--- config.mk ---
export PLATFORM = sky130hd
export DESIGN_NAME = decim_cic
export DESIGN_NICKNAME = d
export VERILOG_FILES = /design/src/rtl/dsm_pkg.sv /design/src/rtl/cic_integ.sv /design/src/rtl/decim_cic.sv
export SDC_FILE = /design/constraint.sdc
export NUM_CORES = 1
export LEC_CHECK = 0
export ABC_AREA = 0
export ABC_CLOCK_PERIOD_IN_PS = 8900
export CORE_MARGIN = 1.5
export CORE_UTILIZATION = 55
export CTS_CLUSTER_SIZE = 10
export DETAILED_ROUTE_END_ITERATION = 10
export PLACE_DENSITY = 0.84
export SLEW_MARGIN = 15
export SYNTH_ARGS = -nofsm -noshare
export SYNTH_HDL_FRONTEND = slang
export SYNTH_SLANG_ARGS = --single-unit
--- constraint.sdc ---
create_clock -name clock -period 8.9 [get_ports clock]
set_clock_uncertainty 0.15 [all_clocks]
set_input_delay 0.89 -clock clock [delete_from_list [all_inputs] [get_ports clock]]
set_output_delay 0.89 -clock clock [all_outputs]
set_load 0.01 [all_outputs]
--- src/rtl/dsm_pkg.sv ---
// Shared constants for the delta-sigma interpolator / decimator pair.
// Both directions use the same rate ratio and word width.
package dsm_pkg;

    localparam int DSM_DECIM = 50;
    localparam int DSM_W     = 20;
    localparam int CIC_ORDER = 3;
    localparam int CIC_GAIN  = DSM_DECIM * DSM_DECIM * DSM_DECIM;

endpackage

--- src/rtl/cic_integ.sv ---
// One CIC integrator stage: a W-bit accumulator that wraps modulo 2^W.
// Wrapping is intended; the comb section cancels it exactly.
module cic_integ
    import dsm_pkg::*;
#(
    parameter int W = DSM_W
) (
    input  logic         clock,
    input  logic         reset,
    input  logic         en,
    input  logic [W-1:0] din,
    output logic [W-1:0] acc
);

    // accumulate while enabled, clear on reset
    always_ff @(posedge clock) begin
        if (reset)
            acc <= '0;
        else if (en)
            acc <= acc + din;
    end

endmodule

--- src/rtl/decim_cic.sv ---
// Third-order CIC decimator: 1-bit modulator stream in, W-bit signed
// PCM out at 1/DECIM of the clock rate, differential delay of one.
module decim_cic
    import dsm_pkg::*;
#(
    parameter int DECIM = DSM_DECIM,
    parameter int W     = DSM_W
) (
    input  logic         clock,
    input  logic         reset,
    input  logic         en,
    input  logic         bit_in,
    output logic [W-1:0] dout,
    output logic         dout_valid
);

    localparam int CW = $clog2(DECIM);

    logic [W-1:0]  x;
    logic [W-1:0]  i1;
    logic [W-1:0]  i2;
    logic [W-1:0]  i3;
    logic [W-1:0]  d1;
    logic [W-1:0]  d2;
    logic [W-1:0]  d3;
    logic [W-1:0]  c1;
    logic [W-1:0]  c2;
    logic [W-1:0]  c3;
    logic [CW-1:0] cnt;
    logic          tick;

    // 1 -> +1, 0 -> -1 (all ones)
    assign x = bit_in ? W'(1) : '1;

    cic_integ #(.W(W)) u_i1 (
        .clock (clock),
        .reset (reset),
        .en    (en),
        .din   (x),
        .acc   (i1)
    );

    cic_integ #(.W(W)) u_i2 (
        .clock (clock),
        .reset (reset),
        .en    (en),
        .din   (i1),
        .acc   (i2)
    );

    cic_integ #(.W(W)) u_i3 (
        .clock (clock),
        .reset (reset),
        .en    (en),
        .din   (i2),
        .acc   (i3)
    );

    assign tick = en && (cnt == CW'(DECIM - 1));

    // decimation phase counter, frozen while en is low
    always_ff @(posedge clock) begin
        if (reset)
            cnt <= '0;
        else if (tick)
            cnt <= '0;
        else if (en)
            cnt <= cnt + CW'(1);
    end

    // comb differences on the pre-edge integrator output
    always_comb begin
        c1 = i3 - d1;
        c2 = c1 - d2;
        c3 = c2 - d3;
    end

    // comb delays and output register advance once per output sample
    always_ff @(posedge clock) begin
        if (reset) begin
            d1   <= '0;
            d2   <= '0;
            d3   <= '0;
            dout <= '0;
        end else if (tick) begin
            d1   <= i3;
            d2   <= c1;
            d3   <= c2;
            dout <= c3;
        end
    end

    // strobe is the tick delayed by one cycle, aligned with the new dout
    always_ff @(posedge clock) begin
        if (reset)
            dout_valid <= 1'b0;
        else
            dout_valid <= tick;
    end

endmodule

==> results of run 1 <==
==> area by class of cell <==
class	count	share of cell area
Clock buffer	20	0.0389
Timing Repair Buffer	32	0.0257
Tap cell	234	0.0255
Multi-Input combinational cell	1012	0.611
Inverter	85	0.0278
Clock inverter	12	0.0156
Sequential cell	147	0.256
==> through the flow <==
step,setup WS (ns),util
2_1_floorplan,3.48,-
3_3_place_gp,3.13,0.583
3_5_place_dp,2.91,0.583
4_1_cts,2.88,0.616
5_1_grt,2.34,0.616
6_report,2.81,0.616
==> metal layers <==
| layer | vias up | wire length, um | track usage |
|---|---|---|---|
| met4 | 0 | 609 | 0.0948 |
| met1 | 4203 | 10200 | 0.280 |
| li1 | 4543 | - | - |
| met2 | 196 | 10600 | 0.419 |
| met5 | - | 0 | 0 |
| met3 | 51 | 837 | 0.0431 |
==> state kept, by name, summed over array words and instances, names as in the netlist <==
register	cells
u_i1.acc	20
dout	20
cnt	6
d1	20
u_i2.acc	20
d3	20
dout_valid	1
u_i3.acc	20
d2	20
==> Yosys cell counts, drive strengths merged, types with 4 or more instances <==
cell	count
fa	6
a21o	35
a22o	17
or3	7
nand4	10
o211ai	4
nand3	16
and2	4
dfxtp	147
o21ai	56
mux2i	36
nand2	141
and3	9
o31a	4
a211oi	20
clkbuf	36
nor3b	6
buf	8
o21bai	14
inv	85
o22ai	5
o31ai	5
or4	4
o21a	12
nand3b	5
nand2b	20
o2111ai	4
a2111oi	4
or2	4
ha	115
a21oi	125
nor3	23
a31oi	16
nor2b	24
xor2	35
xnor2	66
nor2	121
==> power groups by stage <==
stage | Clock, W | Sequential [W] | Combinational [W]
after floorplan | 0 | 0.000735 | 0.00171
after global placement | 0 | 0.000748 | 0.00201
after detailed placement | 0 | 0.000749 | 0.00206
after CTS | 0.000777 | 0.000735 | 0.00208
after global routing | 0.000808 | 0.000741 | 0.00233
final | 0.000768 | 0.000735 | 0.00210
==> worst paths after layout <==
path / startpoint / end / slack [ns] / cells after the start
min reg2reg: dout[6] / dout[6] / 0.30 / 2
min: dout[6] / dout[6] / 0.30 / 2
max reg2reg: u_i3.acc[0] / dout[19] / 2.81 / 27
max: u_i3.acc[0] / dout[19] / 2.81 / 27
==> worst max-delay path, delay by kind of cell, from the launching register on <==
family	cells	cell delay (ns)
AO/OA/AOI/OAI	13	2.28
XOR/XNOR	3	0.70
AND/OR/NAND/NOR	6	1.08
adder cells (fa/ha/maj)	4	1.33
buffers and inverters	1	0.06
flip-flops	1	0.38
==> cell families after synthesis <==
kind of cell | after synthesis
AOI/OAI and AO/OA | 343
xor gates and xnor gates | 103
adders and majority gates | 121
buffers and inverters | 129
DFF | 147
muxes | 38
and+or+nand+nor | 407
==> results.sh, run 1 <==
export IMPL_status="complete, no violations"
export IMPL_clock_sinks=147
export IMPL_ys_flop_type="dfxtp_1"
export IMPL_power_w=0.00360
export IMPL_drtIter0Drc=511
export IMPL_cts_path_max_buffers=2
export IMPL_drc_errors=0
export IMPL_grt_usage=0.236
export IMPL_rsz0062_at_grt="false"
export IMPL_period_needed_ns=6.09
export IMPL_final_net_count=1420
export IMPL_period_share=0.684
export IMPL_antenna_cells=0
export IMPL_cts_tree="built"
export IMPL_drtPass1Iterations=5
export IMPL_clk_insertion_delay_late_ns=0.42
export IMPL_drt_wirelength_per_cell_um=14.4
export IMPL_ys_warn_count=0
export IMPL_final_setup_viol_count=0
export IMPL_crit_required_ns=9.07
export IMPL_synthTopCellsByArea="dfxtp_1, ha_1, a21oi_1"
export IMPL_grt_overflow=0
export IMPL_power_density_nw_per_um2=313
export IMPL_multi_input_area_um2=7020
export IMPL_dp_cells=1510
export IMPL_grt_pass1_vias=8777
export IMPL_swShare=0.413
export IMPL_core_um2=18600
export IMPL_ys_seq_elements=147
export IMPL_synth_top_area_cell="dfxtp_1"
export IMPL_synthMuxAreaShare=0.0367
export IMPL_arrival_ns=6.26
export IMPL_cts_root_buf="clkbuf_16"
export IMPL_placed_area_um2=10900
export IMPL_whs_ns=0.299
export IMPL_syn_area_um2=10400
export IMPL_slew_headroom=0.464
export IMPL_clockPowerShare=0.213
export IMPL_crit_type="reg2reg"
export IMPL_mostFrequentLayoutCell="dfxtp_1"
export IMPL_p_leak_nw=4.81
export IMPL_grt_max_degree=61
export IMPL_cap_violations=0
export IMPL_fmax_mhz=164
export IMPL_syn_instance_count=1288
export IMPL_hpwl_um=15900
export IMPL_rows=50
export IMPL_fillers=1560
export IMPL_die_area_um2=19800
export IMPL_drive_above_1_share=0.0512
export IMPL_start_util=0.560
export IMPL_cts_resized=0
export IMPL_final_cell_mix="dfxtp_1, nand2_1, a21oi_1, nor2_1, ha_1"
export IMPL_cp_slowest_cell="a21boi_0"
export IMPL_grt_pass1_wl_um=39200
export IMPL_clk_pin_slew_ns=0.06
export IMPL_synth_compound_area_frac=0.215
export IMPL_via_count=8993
export IMPL_numCtsBuffers=17
export IMPL_synth_adder_area_share=0.149
export IMPL_vdd_drop_max_mv=0.188
export IMPL_antenna_found_initial=0
export IMPL_startpoint_type="flop"
export IMPL_synth_distinct_cells=72
export IMPL_antenna_left=0
export IMPL_worst_pin_slew_ns=0.801
export IMPL_regArea_um2=2940
export IMPL_io_buffers=24
export IMPL_path_max_fanout=6
export IMPL_synth_xor_area_frac=0.0892
export IMPL_hold_class="reg2reg"
export IMPL_p_int_w=0.00211
export IMPL_cts_hold_buf=0
export IMPL_synth_edf_count=0
export IMPL_ys_seq_area_frac=0.282
export IMPL_die_w_um=141
export IMPL_endpoint_kind="flop"
export IMPL_final_area_um2=11500
export IMPL_slew_violations=0
export IMPL_syn_to_final_growth_pct=10.1
export IMPL_crit_top_cell="a21oi_1"
export IMPL_ioPinCount=25
export IMPL_synth_simple_area_share=0.181
export IMPL_yosysTopAreaCellShare=0.282
export IMPL_viasPerCell=5.83
export IMPL_synth_top_family_by_area="compound AO/OA/AOI/OAI gates"
export IMPL_combPwrFrac=0.582
export IMPL_async_flop_share=0
export IMPL_cts_setup_buffers=0
export IMPL_final_hold_violation_count=0
export IMPL_die_y_um=141
export IMPL_p_seq_frac=0.204
export IMPL_tns_ns=0
export IMPL_gp_congestion=0.902
export IMPL_syn_nets=1413
export IMPL_p_switching_w=0.00149
export IMPL_drt_wl_total_um=22300
export IMPL_stdcell_count=1542
export IMPL_cts_htree_levels=4
export IMPL_avgSynthCellArea_um2=8.10
export IMPL_max_stage_delay_ns=0.44
Power figures use the tool's default switching activity.
==> inputs of run 2 (changes only) <==
- ABC_CLOCK_PERIOD_IN_PS: 8900 -> 5200
- PLACE_DENSITY: 0.84 -> 0.87
- clock period: 8.9 -> 5.2 ns (I/O delays scaled with it)
==> run 2 against run 1 <==
Compared with the run above: the run now ends with setup timing left; largest cell class unchanged; critical endpoint is now dout[18]; total power is 110% higher; setup slack worse by 3.2 ns; final area is 8.4% higher; critical path depth is 1 lower; sequential cell count stayed put; combinational power is 140% higher; critical path type unchanged; sequential power is 71% higher.
==> results.sh, run 2 (synthesis results as in run 1) <==
export IMPL_clock_sinks=147
export IMPL_final_net_count=1505
export IMPL_numCtsBuffers=17
export IMPL_cts_htree_levels=4
export IMPL_via_count=10000
export IMPL_cap_violations=0
export IMPL_whs_path_depth=2
export IMPL_worst_slack_ns=-0.354
export IMPL_p_leak_nw=5.32
export IMPL_cts_root_buf="clkbuf_16"
export IMPL_hpwl_um=16900
export IMPL_grt_overflow=0
export IMPL_clk_pin_slew_ns=0.07
export IMPL_drt_wl_total_um=27400
export IMPL_cp_slowest_cell="or4_1"
export IMPL_hold_start="d1[18]"
export IMPL_drtIter0Drc=658
export IMPL_mostFrequentLayoutCell="dfxtp_1"
export IMPL_worst_pin_slew_ns=0.781
export IMPL_status="finished, violations left"
export IMPL_die_y_um=141
export IMPL_syn_to_final_growth_pct=19.3
export IMPL_endpoint_kind="flop"
export IMPL_antenna_left=0
export IMPL_crit_type="reg2reg"
export IMPL_grt_pass1_vias=9257
export IMPL_core_um2=18600
export IMPL_grt_pass1_wl_um=41600
export IMPL_fillers=1318
export IMPL_drive_above_1_share=0.156
export IMPL_final_cell_mix="dfxtp_1, nand2_1, nor2_1, a21oi_1, ha_1"
export IMPL_final_hold_violation_count=0
export IMPL_cts_path_max_buffers=2
export IMPL_stdcell_count=1627
export IMPL_crit_top_cell="ha_4"
export IMPL_rsz0062_at_grt="true"
export IMPL_power_density_nw_per_um2=600
export IMPL_drc_errors=0
export IMPL_ioPinCount=25
export IMPL_slew_violations=0
export IMPL_drt_wirelength_per_cell_um=16.8
export IMPL_antenna_cells=0
export IMPL_crit_required_ns=5.43
export IMPL_rrSetupSlack_ns=-0.35
export IMPL_viasPerCell=6.15
export IMPL_hold_class="reg2reg"
export IMPL_antenna_found_initial=0
export IMPL_r2r_end="dout[18]"
export IMPL_drtPass1Iterations=5
export IMPL_r2r_start="u_i3.acc[0]"
export IMPL_final_setup_viol_count=6
export IMPL_fmax_mhz=180
export IMPL_failed_checks="setup timing"
export IMPL_max_stage_delay_ns=0.50
export IMPL_grt_max_degree=95
export IMPL_clk_insertion_delay_late_ns=0.44
export IMPL_vdd_drop_max_mv=0.500
export IMPL_dp_cells=1574
export IMPL_die_area_um2=19800
export IMPL_gp_congestion=0.886
export IMPL_startpoint_type="flop"
export IMPL_start_util=0.560
export IMPL_period_needed_ns=5.55
export IMPL_die_w_um=141
export IMPL_grt_usage=0.253
export IMPL_rows=50
export IMPL_hold_path_end="d1[18]"
export IMPL_cts_tree="built"
export IMPL_arrival_ns=5.78
export IMPL_whs_ns=0.303
export IMPL_slew_headroom=0.466
export IMPL_path_max_fanout=8
export IMPL_period_share=1.07
export IMPL_r2r_worst_path_cells=26
export IMPL_io_buffers=24
## run 2: changes by cell type in the layout (fill, tap and decap cells not counted), moves of 6 or more
cell / delta
a21oi_1: -10
a21oi_2: +10
buf_4: +80
ha_1: -8
ha_4: +7
nor2_1: -7
o21ai_0: -8
xnor2_1: -6
xnor2_2: +6
## run 2: timing repair
action / in CTS / in global routing
hold buffers: 0 / 0
pin swaps: 15 / 29
setup buffers: 7 / 15
cloned: 0 / 0
endpoints found under the setup margin: 4 / 6
resized for setup: 26 / 57
## run 2: power breakdown
part | total, W | leakage (nW) | internal (W) | switching [W]
logic | 0.00500 | 3.84 | 0.00239 | 0.00260
registers | 0.00126 | 1.19 | 0.00119 | 0.0000670
clock network | 0.00122 | 0.279 | 0.000672 | 0.000546
total | 0.00747 | 5.32 | 0.00425 | 0.00322
## run 2: metrics by stage
step	util	power, W	TNS, ns	area (um^2)	worst slack [ns]
2_1_floorplan	-	0.00421	0	10500	0.0309
3_3_place_gp	0.610	0.00511	-0.366	11400	-0.190
3_5_place_dp	0.610	0.00525	-0.873	11400	-0.326
4_1_cts	0.647	0.00660	-0.151	12100	-0.0895
5_1_grt	0.668	0.00785	-2.32	12500	-0.524
6_report	0.668	0.00747	-0.940	12500	-0.354
## run 2: cell type report
| type | count | area [um^2] | share of cell area |
|---|---|---|---|
| clock buffer | 17 | 425 | 0.0342 |
| clock inverter | 15 | 148 | 0.0119 |
| inverter | 85 | 319 | 0.0256 |
| multi-input combinational | 1012 | 7360 | 0.591 |
| sequential | 147 | 2950 | 0.237 |
| tap | 234 | 293 | 0.0235 |
| timing repair buffer | 117 | 961 | 0.0771 |
## run 2: worst max path at each step
stage / from / end / slack [ns] / depth (start not counted)
detailed placement: u_i3.acc[0] / dout[19] / -0.33 / 27
CTS: u_i3.acc[0] / dout[18] / -0.09 / 25
global placement: u_i3.acc[0] / dout[18] / -0.19 / 25
global route: u_i3.acc[0] / dout[18] / -0.52 / 26
finish: u_i3.acc[0] / dout[18] / -0.35 / 26
floorplan: u_i3.acc[0] / dout[18] / 0.03 / 26
## run 2: critical path, delay by kind of cell, from the launching register on
family                   cells  cell delay, ns
AO/OA/AOI/OAI               11            1.53
XOR/XNOR                     2            0.34
adder cells (fa/ha/maj)      4            1.02
buffers and inverters        2            0.18
flip-flops                   1            0.34
multiplexers                 1            0.32
AND/OR/NAND/NOR              6            1.63
## run 2: per-layer routing
metal / part of all wire / track usage / vias to the layer above / wire length [um]
met4: 0.038 / 0.107 / 0 / 1030
li1: - / - / 4721 / -
met2: 0.49 / 0.447 / 416 / 13400
met1: 0.42 / 0.300 / 4749 / 11400
met5: 0 / 0 / - / 0
met3: 0.058 / 0.0469 / 119 / 1580
==> inputs of run 3 (changes only) <==
- SETUP_SLACK_MARGIN: not set -> 0.4
==> run 3 against run 2 <==
Compared with the run above: the flow still finishes with violations (setup timing); register-to-register slack better by 0.11 ns; global-route usage down 1.6 points; critical path type unchanged; routed wire length decreased by 13%; hold slack worse by 0.0018 ns.
==> results.sh, run 3 (synthesis results as in run 1) <==
export IMPL_worst_pin_slew_ns=1.15
export IMPL_crit_type="reg2reg"
export IMPL_numCtsBuffers=17
export IMPL_die_w_um=141
export IMPL_wl_met1_um=9990
export IMPL_drtPass1Iterations=5
export IMPL_placed_area_um2=11200
export IMPL_drtIter0Drc=573
export IMPL_drt_wirelength_per_cell_um=14.8
export IMPL_multi_input_area_um2=7310
export IMPL_r2r_start="u_i3.acc[0]"
export IMPL_p_leak_nw=5.18
export IMPL_hpwl_um=15600
export IMPL_whs_ns=0.301
export IMPL_antenna_found_initial=0
export IMPL_antenna_left=0
export IMPL_cts_path_max_buffers=2
export IMPL_grt_pass1_wl_um=39300
export IMPL_dp_cells=1546
export IMPL_fmax_mhz=184
export IMPL_rows=50
export IMPL_failed_checks="setup timing"
export IMPL_status="finished, violations left"
export IMPL_cts_htree_levels=4
export IMPL_cap_violations=0
export IMPL_grt_max_degree=84
export IMPL_die_area_um2=19800
export IMPL_final_cell_mix="dfxtp_1, nand2_1, nor2_1, a21oi_1, ha_1"
export IMPL_via_count=9188
export IMPL_drc_errors=0
export IMPL_antenna_cells=0
export IMPL_core_um2=18600
export IMPL_startpoint_type="flop"
export IMPL_endpoint_kind="flop"
export IMPL_power_density_nw_per_um2=607
export IMPL_grt_usage=0.237
export IMPL_r2r_end="dout[18]"
export IMPL_die_y_um=141
export IMPL_slew_violations=0
export IMPL_syn_to_final_growth_pct=17.4
export IMPL_regArea_um2=2950
export IMPL_rsz0062_at_grt="true"
export IMPL_cp_startpoint="u_i3.acc[0]"
export IMPL_gp_congestion=0.892
export IMPL_crit_required_ns=5.41
export IMPL_clk_pin_slew_ns=0.06
export IMPL_viasPerCell=5.73
export IMPL_tns_ns=-0.801
export IMPL_fillers=1374
export IMPL_mostFrequentLayoutCell="dfxtp_1"
export IMPL_wl_met3_um=708
export IMPL_cts_hold_buf=0
export IMPL_r2r_worst_path_cells=25
export IMPL_final_net_count=1481
export IMPL_period_share=1.05
export IMPL_postLayoutCoreUtil=0.657
export IMPL_final_setup_viol_count=4
export IMPL_endpoint="dout[18]"
export IMPL_grt_overflow=0
export IMPL_period_needed_ns=5.44
export IMPL_drive_above_1_share=0.140
export IMPL_vdd_drop_max_mv=0.466
export IMPL_ioPinCount=25
export IMPL_whs_path_depth=2
export IMPL_path_max_fanout=8
export IMPL_clock_sinks=147
export IMPL_arrival_ns=5.66
export IMPL_worst_slack_ns=-0.245
export IMPL_cts_tree="built"
export IMPL_io_buffers=24
export IMPL_start_util=0.560
export IMPL_hold_class="reg2reg"
export IMPL_maxUsedRoutingLayer="met4"
export IMPL_final_area_um2=12300
export IMPL_grt_pass1_vias=9078
export IMPL_drt_wl_total_um=23700
export IMPL_met2_wirelength_um=12200
export IMPL_cts_root_buf="clkbuf_16"
export IMPL_clk_insertion_delay_late_ns=0.43
export IMPL_stdcell_count=1603
export IMPL_final_hold_violation_count=0
export IMPL_slew_headroom=0.236
export IMPL_rrSetupSlack_ns=-0.24
run 3: changes by cell type in the layout (fill, tap and decap cells not counted), sizes merged:
cell	previous run	this run
clkinvlp	2	4
bufinv	1	2
clkbuf	17	21
clkinv	5	4
inv	92	86
buf	95	71
run 3: what timing repair did:
action / CTS / global route
pin swaps: 24 / 21
buffers inserted: 21 / 4
setup endpoints to repair: 7 / 9
gates resized for setup: 45 / 25
run 3: per-layer routing:
metal  vias to the layer above  global-route usage
li1                       4675                   -
met1                      4269               0.263
met2                       182               0.443
met3                        62              0.0374
met4                         0               0.107
met5                         -                   0
run 3: final cells by class:
type	count	share of cell area
clock buffer	21	0.0392
timing repair buffer	93	0.0630
tap	234	0.0239
clock inverter	11	0.0103
inverter	85	0.0260
sequential	147	0.241
multi-input combinational	1012	0.596
run 3: report_power, final:
part           internal [W]  switching (W)
Combinational       0.00241        0.00251
Clock              0.000758       0.000498
Sequential          0.00119      0.0000646
run 3: stage by stage:
stage / worst slack, ns / total power (W)
global route: -0.507 / 0.00793
detailed placement: -0.175 / 0.00508
global placement: -0.0547 / 0.00496
floorplan: 0.125 / 0.00424
finish: -0.245 / 0.00744
CTS: -0.0535 / 0.00691
run 3: worst max-delay path: stages, from the launching register on:
cell,delay (ns)
dfxtp_2,0.33
inv_2,0.04
ha_4,0.16
fa_2,0.36
nor2b_1,0.14
o21ai_2,0.08
a21boi_2,0.21
o21a_1,0.16
nor2_2,0.05
o21bai_1,0.13
a21oi_1,0.09
xnor2_1,0.21
ha_2,0.36
a21o_1,0.22
o31ai_2,0.34
nand2_1,0.17
xor2_2,0.18
ha_2,0.18
a21o_1,0.16
a21oi_2,0.12
nor2b_1,0.06
or4_1,0.40
or4_4,0.47
a31oi_4,0.16
mux2_4,0.33
nor2_4,0.08
run 3: worst min-delay path by stage:
| stage | to | slack, ns | from |
|---|---|---|---|
| 2_1_floorplan | d1[10] | 0.29 | d1[10] |
| 3_3_place_gp | d1[14] | 0.29 | d1[14] |
| 3_5_place_dp | dout[13] | 0.30 | dout[13] |
| 4_1_cts | d1[5] | 0.30 | d1[5] |
| 5_1_grt | dout[5] | 0.32 | dout[5] |
| 6_report | dout[5] | 0.30 | dout[5] |
==> RTL edit 1: new RTL, flow settings as in run 1 <==
The output `dout_valid` loses its register stage (`dout_valid` becomes a continuous assignment).
--- a/src/rtl/decim_cic.sv
+++ b/src/rtl/decim_cic.sv
@@ -91,12 +91,7 @@
     end
 
     // strobe is the tick delayed by one cycle, aligned with the new dout
-    always_ff @(posedge clock) begin
-        if (reset)
-            dout_valid <= 1'b0;
-        else
-            dout_valid <= tick;
-    end
+    assign dout_valid = tick;
 
 endmodule
 
Formal check against the unedited RTL: no difference found for any inputs over 10 cycles, from zero or initial values and one cycle with reset high; that may be too few to reach the edited logic, so the function may still have changed.
==> RTL edit 1 against run 1 <==
Setup slack improved by 0.33 ns; power decreased by 4.6%; maximum frequency increased by 5.7%; routed wire length decreased by 0.17%; die area decreased by 0.44%; utilization decreased by 0.60 points; sequential cell count decreased by 1; area after synthesis decreased by 0.44%; design area decreased by 0.98%; critical endpoint unchanged; largest cell class unchanged; highest routed layer unchanged.
==> RTL edit 1: results (changes against run 1) <==
met2 usage = 0.424 (+0.00442)
GRT Util Overall = 0.231 (-0.00432)
WL met2 = 10,900 um (+2.7%)
Relative slew margins = 0.354 (-0.110)
Post-synth top cells = 175 x nand2_1, 152 x a21oi_1, 146 x dfxtp_1, 125 x nor2_1, 115 x ha_1
WL met1 = 10,200 um (-0.18%)
post-synthesis sequential area ratio = 0.281 (-0.000670)
met1 Resource Use GR = 0.272 (-0.00820)
#FFs+latches synth = 146 (-0.68%)
number of library cell types mapped by synthesis = 68 (-5.6%)
GR Util met3 = 0.0390 (-0.00416)
Reg2Reg Setup Slack = 3.14 ns (+0.33 ns)
vias per inst = 5.80 (-0.53%)
Post-DP HPWL = 15,400 um (-2.6%)
buffers outside the clock class = 29 (-9.4%)
dpl cells = 1,554 (+2.9%)
RD Place Congestion = 0.860 (-4.7%)
drt pass-1 iters = 7 (+2)
clock network area share = 0.0544 (about the same)
Signal buf overhead = 0.0237 (-0.00194)
comb_multi_in = 1,048 (+3.6%)
outcome = finished clean
ranking of synthesized cells by area = dfxtp_1 28%, ha_1 14%, a21oi_1 7.3%
starting DRC count in detailed routing = 439 (-14%)
share of cells above drive strength 1 = 0.0385 (-0.0127)
Comb power frac = 0.566 (-0.016)
area of the multi-input gates = 6910 um2 (-1.5%)
R2R depth = 26 (-3.7%)
[RTL edit 1: worst min path at each step]
stage	startpoint	to	slack, ns	cells past startpoint
floorplan	d1[10]	d1[10]	0.29	2
global placement	dout[10]	dout[10]	0.29	2
detailed placement	dout[17]	dout[17]	0.29	2
CTS	dout[17]	dout[17]	0.30	2
global route	dout[15]	dout[15]	0.32	2
finish	dout[17]	dout[17]	0.30	2
[RTL edit 1: critical path: stages (launching register included)]
cell and delay [ns]:
dfxtp_1 0.37, inv_1 0.06, ha_1 0.22, fa_1 0.41
nor2b_1 0.13, o21a_1 0.14, o21ai_1 0.11, nand2b_1 0.09
a21oi_1 0.07, xnor2_1 0.20, ha_1 0.34, a211o_1 0.31
a21oi_1 0.18, and4b_1 0.26, o31ai_1 0.10, xor2_1 0.17
ha_1 0.38, a21o_1 0.22, a21o_1 0.18, a21oi_1 0.24
nand2_1 0.09, a31oi_1 0.19, o211ai_1 0.16, o41ai_1 0.32
xor2_1 0.13, or3_1 0.32, o211ai_1 0.15
[RTL edit 1: kinds of logic (layout without fill, tap and decap cells)]
group                      after synthesis  after routing  synth area share
buffers and inverters                  144            156            0.0539
muxes                                   20             20            0.0194
and+or+nand+nor                        450            450             0.196
AOI/OAI and AO/OA                      370            370             0.226
xor gates and xnor gates                87             87            0.0733
DFF                                    146            146             0.281
adders and majority gates              121            121             0.150
[RTL edit 1: per-stage QoR]
step | cell area (um2) | total power, W | util | hold slack [ns]
2_1_floorplan | 10400 | 0.00229 | - | 0.286
3_3_place_gp | 10800 | 0.00258 | 0.577 | 0.290
3_5_place_dp | 10800 | 0.00262 | 0.577 | 0.292
4_1_cts | 11400 | 0.00342 | 0.610 | 0.300
5_1_grt | 11400 | 0.00370 | 0.610 | 0.316
6_report | 11400 | 0.00343 | 0.610 | 0.298
==> RTL edit 2: new RTL, config.mk and constraints of run 1 <==
Without the edit above. Change the package constant `DSM_DECIM` from 50 to 100.
--- a/src/rtl/dsm_pkg.sv
+++ b/src/rtl/dsm_pkg.sv
@@ -2,7 +2,7 @@
 // Both directions use the same rate ratio and word width.
 package dsm_pkg;
 
-    localparam int DSM_DECIM = 50;
+    localparam int DSM_DECIM = 100;
     localparam int DSM_W     = 20;
     localparam int CIC_ORDER = 3;
     localparam int CIC_GAIN  = DSM_DECIM * DSM_DECIM * DSM_DECIM;
Check against the original RTL: same outputs for any inputs over 10 cycles, from zero or initial values and one cycle with reset high; that may be too few to reach the edited logic, so the function may still have changed.
==> RTL edit 2 against run 1 <==
Count of clock-buffer cells in the layout decreased by 1; setup slack improved by 0.54 ns; design area decreased by 0.11%; routed wire length decreased by 2.5%; sequential cell count increased by 1; power decreased by 3.2%; worst hold slack got worse by 0.0013 ns; area after synthesis decreased by 0.30%; critical path type unchanged; highest routed layer unchanged.
==> RTL edit 2: results (changes against run 1) <==
ant diodes = 0 (unchanged)
drt pass-1 iters = 5 (unchanged)
share of cells above drive strength 1 = 0.0375 (-0.0137)
Post-DP HPWL = 15,300 um (-3.3%)
Max Buffers Root-to-Sink = 2 (unchanged)
worst slack at placement = 3.47 ns (+0.563 ns)
final std cells w/o fill = 1,567 (+1.6%)
vias in the first global route = 8,592 (-2.1%)
crit path DAT = 5.76 ns (-0.50 ns)
peak supply drop = 0.197 mV (+5.0%)
starting DRC count in detailed routing = 552 (+8.0%)
Final #Nets = 1,447 (+1.9%)
Lkg Pwr = 4.79 nW (-0.60%)
main flop type after synthesis = dfxtp_1
Port Buffers = 24 (unchanged)
Post-synth top cells = 174 x nand2_1, 148 x dfxtp_1, 126 x a21oi_1, 114 x ha_1, 114 x nor2_1
synth warn = 0 (unchanged)
DRC viols = 0 (unchanged)
initial antenna violation count = 0 (unchanged)
worst slew pin tran = 0.865 ns (+0.0637 ns)
htree depth = 4 (unchanged)
type of the tightest min-delay check = flop to flop
pin count of the biggest net entering global routing = 71 (+16%)
asr flop ratio synth = 0 (unchanged)
post-synthesis sequential area ratio = 0.285 (+0.00277)
number of library cell types mapped by synthesis = 64 (-11%)
dpl cells = 1,538 (+1.9%)
vias = 8,963 (-0.33%)
Resized cells post-CTS = 0 (unchanged)
ranking of synthesized cells by area = dfxtp_1 28%, ha_1 14%, nand2_1 6.3%
GRT Util Overall = 0.229 (-0.00648)
outcome = finished clean
CTS Root Cell = clkbuf_16
placed cell areas = 10,800 um2 (-0.42%)
RD Place Congestion = 0.870 (-3.5%)
final wirelength = 21,700 um (-2.5%)
Syn Inst Count = 1,316 (+2.2%)
worst-path fanout max = 5 (-1)
clk_lat worst skew = 0.43 ns
postcts setup bufs = 0 (unchanged)
CTS Buf Count = 17 (unchanged)
first-pass GRT wire length = 38,000 um (-3.2%)
Worst-path clk slew = 0.06 ns (about the same)
fill cell total of the finished layout = 1,613 (+3.4%)
## RTL edit 2: cell types whose count changed in the layout (fill, tap and decap cells not counted), sizes merged, moves of 6 or more
cell	run 1	this run
nand2b	20	13
and2	4	12
nor2	121	114
o21a	12	27
nor2b	24	14
nor3	23	36
o211ai	4	14
a22o	17	8
xnor2	66	60
a21boi	3	10
xor2	35	28
a31oi	16	7
nand2	141	174
## RTL edit 2: layer usage
metal / vias up / routed length, um / track usage
li1: 4636 / - / -
met1: 4155 / 9770 / 0.268
met2: 140 / 10900 / 0.423
met3: 32 / 689 / 0.0400
met4: 0 / 320 / 0.0757
met5: - / 0 / 0
## RTL edit 2: kinds of logic after synthesis
family	share of synthesized area
and+or+nand+nor	0.186
AOI/OAI and AO/OA	0.223
DFF	0.285
buffers and inverters	0.0481
adders and majority gates	0.149
xor gates and xnor gates	0.0785
muxes	0.0320
## RTL edit 2: power by group
part	leakage, nW	internal, W	switching [W]
clock	0.317	0.000534	0.000276
combinational	3.27	0.000860	0.00108
sequential	1.20	0.000697	0.0000357
total	4.79	0.00209	0.00139
## RTL edit 2: worst paths after layout
path,start,endpoint,slack [ns],depth (start not counted)
setup / recovery,u_i3.acc[0],dout[19],3.35,25
hold reg to reg,dout[13],dout[13],0.30,2
hold / removal,dout[13],dout[13],0.30,2
setup reg to reg,u_i3.acc[0],dout[19],3.35,25
## RTL edit 2: cell type report
cell class / instances / share of cell area
Inverter: 92 / 0.0301
Sequential cell: 148 / 0.258
Multi-Input combinational cell: 1035 / 0.605
Clock inverter: 10 / 0.0179
Tap cell: 234 / 0.0255
Timing Repair Buffer: 29 / 0.0235
Clock buffer: 19 / 0.0395
## RTL edit 2: metrics by stage
stage / util / hold WS (ns)
after global routing: 0.616 / 0.320
after CTS: 0.616 / 0.301
final: 0.616 / 0.298
after floorplan: - / 0.286
after global placement: 0.580 / 0.289
after detailed placement: 0.580 / 0.294
## RTL edit 2: critical path: stages, from the launching register on
cell      delay (ns)
dfxtp_1         0.34
inv_1           0.06
ha_1            0.15
inv_1           0.05
fa_1            0.39
a21o_1          0.19
a21oi_1         0.29
o21a_1          0.17
o21ai_0         0.14
a31o_2          0.27
a21oi_1         0.17
xnor2_1         0.11
ha_1            0.39
nand2_1         0.06
o21ai_0         0.33
a21oi_1         0.10
xnor2_1         0.23
ha_1            0.34
a21o_1          0.20
a21o_1          0.21
nor3_1          0.15
o211ai_1        0.15
a31o_2          0.26
a21oi_1         0.18
xor3_1          0.27
o21ai_1         0.14
